--- src/rtl/wave_source_gen.sv ---
// Multi-channel programmable waveform source: per channel DC / one-shot pulse / periodic rect
// with linear saturating ramps and shadowed timing captured at start.
module wave_source_gen #(
    parameter int NCH    = 4,
    parameter int DATA_W = 16,
    parameter int CNT_W  = 24,
    localparam int CH_W  = (NCH > 1) ? $clog2(NCH) : 1
) (
    input  logic                  clk,
    input  logic                  rst,
    input  logic                  cfg_we,
    input  logic [CH_W-1:0]       cfg_ch,
    input  logic [3:0]            cfg_addr,
    input  logic [CNT_W-1:0]      cfg_wdata,
    input  logic [NCH-1:0]        start,
    input  logic [NCH-1:0]        stop,
    output logic [NCH*DATA_W-1:0] wave_out,
    output logic [NCH-1:0]        busy,
    output logic [NCH-1:0]        done
);

    typedef enum logic [2:0] {StIdle, StDelay, StRise, StHigh, StFall, StLow} st_e;

    localparam logic signed [DATA_W-1:0] SMax = {1'b0, {(DATA_W-1){1'b1}}};
    localparam logic signed [DATA_W-1:0] SMin = {1'b1, {(DATA_W-1){1'b0}}};

    function automatic logic signed [DATA_W-1:0] sat_add(input logic signed [DATA_W-1:0] a,
                                                         input logic signed [DATA_W-1:0] b);
        logic [DATA_W:0] s;
        s = {a[DATA_W-1], a} + {b[DATA_W-1], b};
        if (s[DATA_W] != s[DATA_W-1]) return s[DATA_W] ? SMin : SMax;
        return s[DATA_W-1:0];
    endfunction

    // First phase with a nonzero count at or after index 'from' (DELAY=0 .. LOW=4);
    // rect mode wraps back to RISE, pulse mode never uses LOW.
    function automatic st_e seek(input int from, input logic rect,
                                 input logic [CNT_W-1:0] d, input logic [CNT_W-1:0] r,
                                 input logic [CNT_W-1:0] w, input logic [CNT_W-1:0] f,
                                 input logic [CNT_W-1:0] l);
        logic [4:0] nz;
        st_e        res;
        nz  = {l != '0, f != '0, w != '0, r != '0, d != '0};
        res = StIdle;
        if (!rect) nz[4] = 1'b0;
        else if (nz[4:1] == 4'b0) nz = '0;
        for (int i = 4; i >= 0; i--) if (i >= from && nz[i]) res = st_e'(3'(i + 1));
        if (rect && res == StIdle)
            for (int i = 4; i >= 1; i--) if (nz[i]) res = st_e'(3'(i + 1));
        return res;
    endfunction

    for (genvar c = 0; c < NCH; c++) begin : g_ch
        logic [1:0]               mode_q;
        logic signed [DATA_W-1:0] iv_q, pv_q, rs_q, fs_q;
        logic [CNT_W-1:0]         dly_q, rise_q, wid_q, fall_q, low_q;
        logic signed [DATA_W-1:0] siv_q, spv_q, srs_q, sfs_q;
        logic [CNT_W-1:0]         sdly_q, srise_q, swid_q, sfall_q, slow_q;
        st_e                      st_q, st_d;
        logic [CNT_W-1:0]         cnt_q, cnt_d, len;
        logic signed [DATA_W-1:0] acc_q, acc_d, liv, lpv, lrs, lfs, wave;
        logic                     done_q, done_d, load, enter, last, rect, run_mode, idle_eff;

        assign rect     = (mode_q == 2'd2);
        assign run_mode = (mode_q == 2'd1) || rect;
        assign load     = start[c] && !stop[c] && run_mode;

        always_ff @(posedge clk or posedge rst) begin
            if (rst) begin
                mode_q <= '0; iv_q <= '0; pv_q <= '0; rs_q <= '0; fs_q <= '0;
                dly_q <= '0; rise_q <= '0; wid_q <= '0; fall_q <= '0; low_q <= '0;
            end else if (cfg_we && cfg_ch == CH_W'(c)) begin
                case (cfg_addr)
                    4'd0:    mode_q <= cfg_wdata[1:0];
                    4'd1:    iv_q   <= cfg_wdata[DATA_W-1:0];
                    4'd2:    pv_q   <= cfg_wdata[DATA_W-1:0];
                    4'd3:    dly_q  <= cfg_wdata;
                    4'd4:    rise_q <= cfg_wdata;
                    4'd5:    wid_q  <= cfg_wdata;
                    4'd6:    fall_q <= cfg_wdata;
                    4'd7:    low_q  <= cfg_wdata;
                    4'd8:    rs_q   <= cfg_wdata[DATA_W-1:0];
                    4'd9:    fs_q   <= cfg_wdata[DATA_W-1:0];
                    default: ;
                endcase
            end
        end

        always_ff @(posedge clk or posedge rst) begin
            if (rst) begin
                siv_q <= '0; spv_q <= '0; srs_q <= '0; sfs_q <= '0;
                sdly_q <= '0; srise_q <= '0; swid_q <= '0; sfall_q <= '0; slow_q <= '0;
                st_q <= StIdle; cnt_q <= '0; acc_q <= '0; done_q <= 1'b0;
            end else begin
                if (load) begin
                    siv_q <= iv_q; spv_q <= pv_q; srs_q <= rs_q; sfs_q <= fs_q;
                    sdly_q <= dly_q; srise_q <= rise_q; swid_q <= wid_q;
                    sfall_q <= fall_q; slow_q <= low_q;
                end
                st_q   <= st_d;
                cnt_q  <= cnt_d;
                acc_q  <= acc_d;
                done_q <= done_d;
            end
        end

        always_comb begin
            case (st_q)
                StDelay: len = sdly_q;
                StRise:  len = srise_q;
                StHigh:  len = swid_q;
                StFall:  len = sfall_q;
                StLow:   len = slow_q;
                default: len = '0;
            endcase
        end
        assign last = (cnt_q == len - 1'b1);

        always_comb begin
            st_d   = st_q;
            cnt_d  = cnt_q;
            acc_d  = acc_q;
            done_d = 1'b0;
            enter  = 1'b0;
            liv    = load ? iv_q : siv_q;
            lpv    = load ? pv_q : spv_q;
            lrs    = load ? rs_q : srs_q;
            lfs    = load ? fs_q : sfs_q;
            if (stop[c] || !run_mode) begin
                st_d  = StIdle;
                cnt_d = '0;
            end else if (load) begin
                st_d  = seek(0, rect, dly_q, rise_q, wid_q, fall_q, low_q);
                cnt_d = '0;
                enter = 1'b1;
            end else if (st_q != StIdle) begin
                if (last) begin
                    st_d   = seek(int'(st_q), rect, sdly_q, srise_q, swid_q, sfall_q, slow_q);
                    cnt_d  = '0;
                    enter  = 1'b1;
                    done_d = (st_d == StIdle);
                end else begin
                    cnt_d = cnt_q + 1'b1;
                end
            end
            // Ramps start from the level the previous phase left behind.
            if (enter) begin
                if (st_d == StRise) acc_d = sat_add(liv, lrs);
                else if (st_d == StFall) acc_d = sat_add(lpv, lfs);
            end else if (st_q == StRise) begin
                acc_d = sat_add(acc_q, srs_q);
            end else if (st_q == StFall) begin
                acc_d = sat_add(acc_q, sfs_q);
            end
        end

        // Leaving PULSE/RECT mode makes the channel look idle at once; the state follows.
        assign idle_eff = (st_q == StIdle) || !run_mode;

        always_comb begin
            wave = siv_q;
            if (idle_eff) begin
                wave = iv_q;
            end else begin
                case (st_q)
                    StRise:  wave = last ? spv_q : acc_q;
                    StHigh:  wave = spv_q;
                    StFall:  wave = last ? siv_q : acc_q;
                    default: wave = siv_q;
                endcase
            end
        end

        assign wave_out[c*DATA_W +: DATA_W] = wave;
        assign busy[c]                      = !idle_eff;
        assign done[c]                      = done_q;
    end

endmodule

--- config.mk ---
export PLATFORM = sky130hd
export DESIGN_NAME = wave_source_gen
export DESIGN_NICKNAME = d
export VERILOG_FILES = /design/src/rtl/wave_source_gen.sv
export SDC_FILE = /design/constraint.sdc
export NUM_CORES = 2
export LEC_CHECK = 0
export BUFFER_PORTS_ARGS = -buffer_cell sky130_fd_sc_hd__buf_4
export CAP_MARGIN = 20
export CORE_ASPECT_RATIO = 0.8
export CORE_UTILIZATION = 55
export CTS_CLUSTER_DIAMETER = 60
export CTS_CLUSTER_SIZE = 30
export DETAILED_ROUTE_END_ITERATION = 12
export PLACE_DENSITY = 0.8
export RECOVER_POWER = 100
export SLEW_MARGIN = 40
export SYNTH_ARGS = -nofsm -noshare
export SYNTH_HDL_FRONTEND = slang
export SYNTH_SLANG_ARGS = --single-unit
--- constraint.sdc ---
create_clock -name clk -period 49.9 [get_ports clk]
set_input_delay 7.485 -clock clk [delete_from_list [all_inputs] [get_ports clk]]
set_output_delay 7.485 -clock clk [all_outputs]
set_load 0.1 [all_outputs]
==> out/metrics.yaml <==
sta:
  slew_viol_final: 2972
  fin_crit_sh_pct: 47.8
  hold_viol: 0
  setup_ws_ns: 26.03
  worstMarginPinSlew_ns: 5.73
  rsz0062_at_grt: "no"
  period_minus_slack_ns: 23.87
  whs_ns: 0.497
  max-slew-margin-rel_pct: -282
  setup_viol: 0
  finClkSkew_ns: 0.0440
  max_freq_ghz: 0.0419
  tns_ns: 0
synthesis:
  synth-seq-cells: 1656
  synth_compound_area_share_pct: 12.4
  ys_async_sr_fraction_pct: 100
  synth_enable_flop_cells: 0
  ys_seq_area_share_pct: 46.2
  syn-cell-area_um2: 89600
  syn_nets: 9175
  synthAdderAreaFrac_pct: 4.10
  synth.avg_cell_area_um2: 10.1
  ys_warn_count: 0
  synthMuxAreaShare_pct: 15.4
  ys.flop_type: "dfrtp_1"
  ys_types: 109
  synthCells: 8850
  synth_top_family_by_area: "simple AND/OR/NAND/NOR gates"
  synth-simple-area-share_pct: 15.9
  synthXorXnorAreaFrac_pct: 2.99
routing:
  viasPerCell: 6.64
  dr.pass1.iters: 8
  antenna_left: 0
  routed-via-count: 72500
  wl_um: 278000
  wl_per_cell_um: 25.5
  drtIter0Drc: 8863
  drcViolationCount: 0
clock_network:
  postCtsSetupRepairBufs: 0
  cts_buffer_depth: 3
  root_buffer: "clkbuf_16"
  cts.sinks: 1656
  cts_buffers: 106
  hold_buffers: 0
  cts_max_level: 3
  insertion_delay_ns: 0.80
  cts_resized: 0
  cts.clk_slew.worst_paths_ns: 0.10
  cts_tree: "built"
finish:
  nets: 9003
  final_common_cell: "dfrtp_1"
  finalInstanceArea_um2: 96100
  final_cell_mix: "1652 x dfrtp_1, 1515 x nand2_1, 1042 x mux2_2"
  instances_no_fill: 10900
  area_growth_pct: 7.17
  drive_gt1_share_pct: 16.5
  nFillCells: 13300
  utilization_pct: 59.3
critical_path:
  path_max_fanout: 82
  worstPathArrival_ns: 23.86
  crit_path_end_kind: "asynchronous set/reset pin"
  required_ns: 49.89
  startpoint_type: "input port"
  critical_path_class: "in2async"
placed_design:
  gp_congestion: 1.01
  hpwl_um: 191000
  portBuffers: 112
  place_inst: 10700
  dpl_cell_area_um2: 92400
  pre_cts_ws_ns: 35.78
global_routing:
  grt_max_degree: 113
  grt_pass1_vias: 69600
  grt_remaining_overflow: 0
  antenna_found_initial: 16
  grt_use_total_pct: 33.3
  grt_pass1_wl_um: 426000
power:
  ir_drop_v: 0.0000349
  p_total_mw: 4.25
  p_leak_nw: 45.4
  p_per_area_nw_per_um2: 44.3
status:
  violations: "max-capacitance violations, max-slew violations"
  outcome: "finished, violations left"
floorplanning:
  dieArea_um2: 165000
  rows: 132
  die_x_um: 453
  core_um2: 162000
  num_io_pins: 113
  die_h_um: 363
  start_util_pct: 55.4
min_path:
  hold_path.class: "reg2reg"
run:
  cap_violations: 50
[metal layers]
layer  routed length (µm)  global-route usage (%)  up-vias
li1                     -                       -    31800
met1               122000                    49.7    36500
met2               119000                    48.1     3645
met3                27700                    6.95      561
met4                 9490                    10.6        2
met5                   13                       0        -
[cells in the mapped netlist (18+ instances only)]
master     number  area [µm²]
o21a_1         49         368
or3_1          63         394
buf_2          31         155
ha_1          268        3350
nor3_1        119         596
nor2b_1        62         388
and3b_1        18         158
nand2b_1       56         350
o311ai_0       34         298
inv_1         163         612
nand3_1       155         776
dfrtp_1      1656       41400
mux2i_1        77         771
a22oi_1        43         323
a211oi_1       79         593
nor4_1        290        1810
o221ai_1       30         263
nand2_1      1514        5680
and4_1         18         158
xnor2_1       175        1530
o21ai_0       455        2280
a21boi_0       33         248
clkbuf_1      419        1570
nand4_1        88         551
a21oi_1       311        1560
o211ai_1       53         398
a22o_1         29         254
nor2_1        378        1420
buf_1          32         120
mux2_2       1157       13000
xor2_1        125        1090
o22ai_1        44         275
a221oi_1       74         648
a221o_1        21         210
or2_2          21         131
and3_1         81         507
a21o_1         51         383
and2_1         30         188
nand3b_1       59         443
o31ai_1        70         526
o2bb2ai_1      35         307
a31oi_1        72         450
[critical path, stage by stage]
cell,delay [ns]
clkbuf_4,0.11
clkinvlp_2,0.43
clkbuf_1,1.05
clkbuf_1,2.90
clkbuf_1,2.71
clkbuf_1,2.94
clkbuf_1,3.17
clkbuf_1,2.89
[registers in the layout, indices dropped and copies added, names as in the netlist, 96 cells and up]
signal / cells
g_ch.cnt_q: 96
g_ch.dly_q: 96
g_ch.fall_q: 96
g_ch.low_q: 96
g_ch.rise_q: 96
g_ch.sdly_q: 96
g_ch.sfall_q: 96
g_ch.slow_q: 96
g_ch.srise_q: 96
g_ch.swid_q: 96
g_ch.wid_q: 96
[power breakdown]
group | switching (mW) | internal, mW
Sequential | 0.257 | 1.58
Combinational | 0.807 | 0.535
Clock | 0.592 | 0.475
[path summary, 6_finish.rpt]
kind	slack, ns	cells past startpoint	to	from
hold / removal	0.50	2	g_ch[3].sfs_q[12]$_DFF_PP0_	g_ch[3].fs_q[12]$_DFFE_PP0P_
hold reg to reg	0.50	2	g_ch[3].sfs_q[12]$_DFF_PP0_	g_ch[3].fs_q[12]$_DFFE_PP0P_
setup / recovery	26.03	8	g_ch[2].cnt_q[12]$_DFFE_PP0P_	rst
max in group clk	30.37	11	g_ch[2].acc_q[15]$_DFFE_PP0P_	stop[2]
setup reg to reg	36.48	12	g_ch[2].acc_q[15]$_DFFE_PP0P_	g_ch[2].mode_q[0]$_DFFE_PP0P_
min in group asynchronous	6.77	2	g_ch[0].acc_q[11]$_DFFE_PP0P_	rst
[layout make-up]
cell class,instances,area [µm²],share of cell area (%)
flip-flops and latches,1656,41400,43.1
inverters,175,659,0.686
repair buffers,214,1200,1.25
well taps,2144,2680,2.79
clock buffers,112,2740,2.85
diodes,11,27.5,0.0287
clock inverters,89,1530,1.59
multi-input cells,6525,45800,47.7
[kinds of logic (layout without fill, tap and decap cells)]
| kind of cell | after synthesis | after routing |
|---|---|---|
| muxes | 1236 | 1236 |
| adders and majority gates | 284 | 284 |
| and+or+nand+nor | 3030 | 3030 |
| other | 0 | 11 |
| DFF | 1656 | 1656 |
| AOI/OAI and AO/OA | 1672 | 1672 |
| buffers and inverters | 669 | 590 |
| xor gates and xnor gates | 303 | 303 |
No activity file was read; power rests on OpenSTA's default activity.
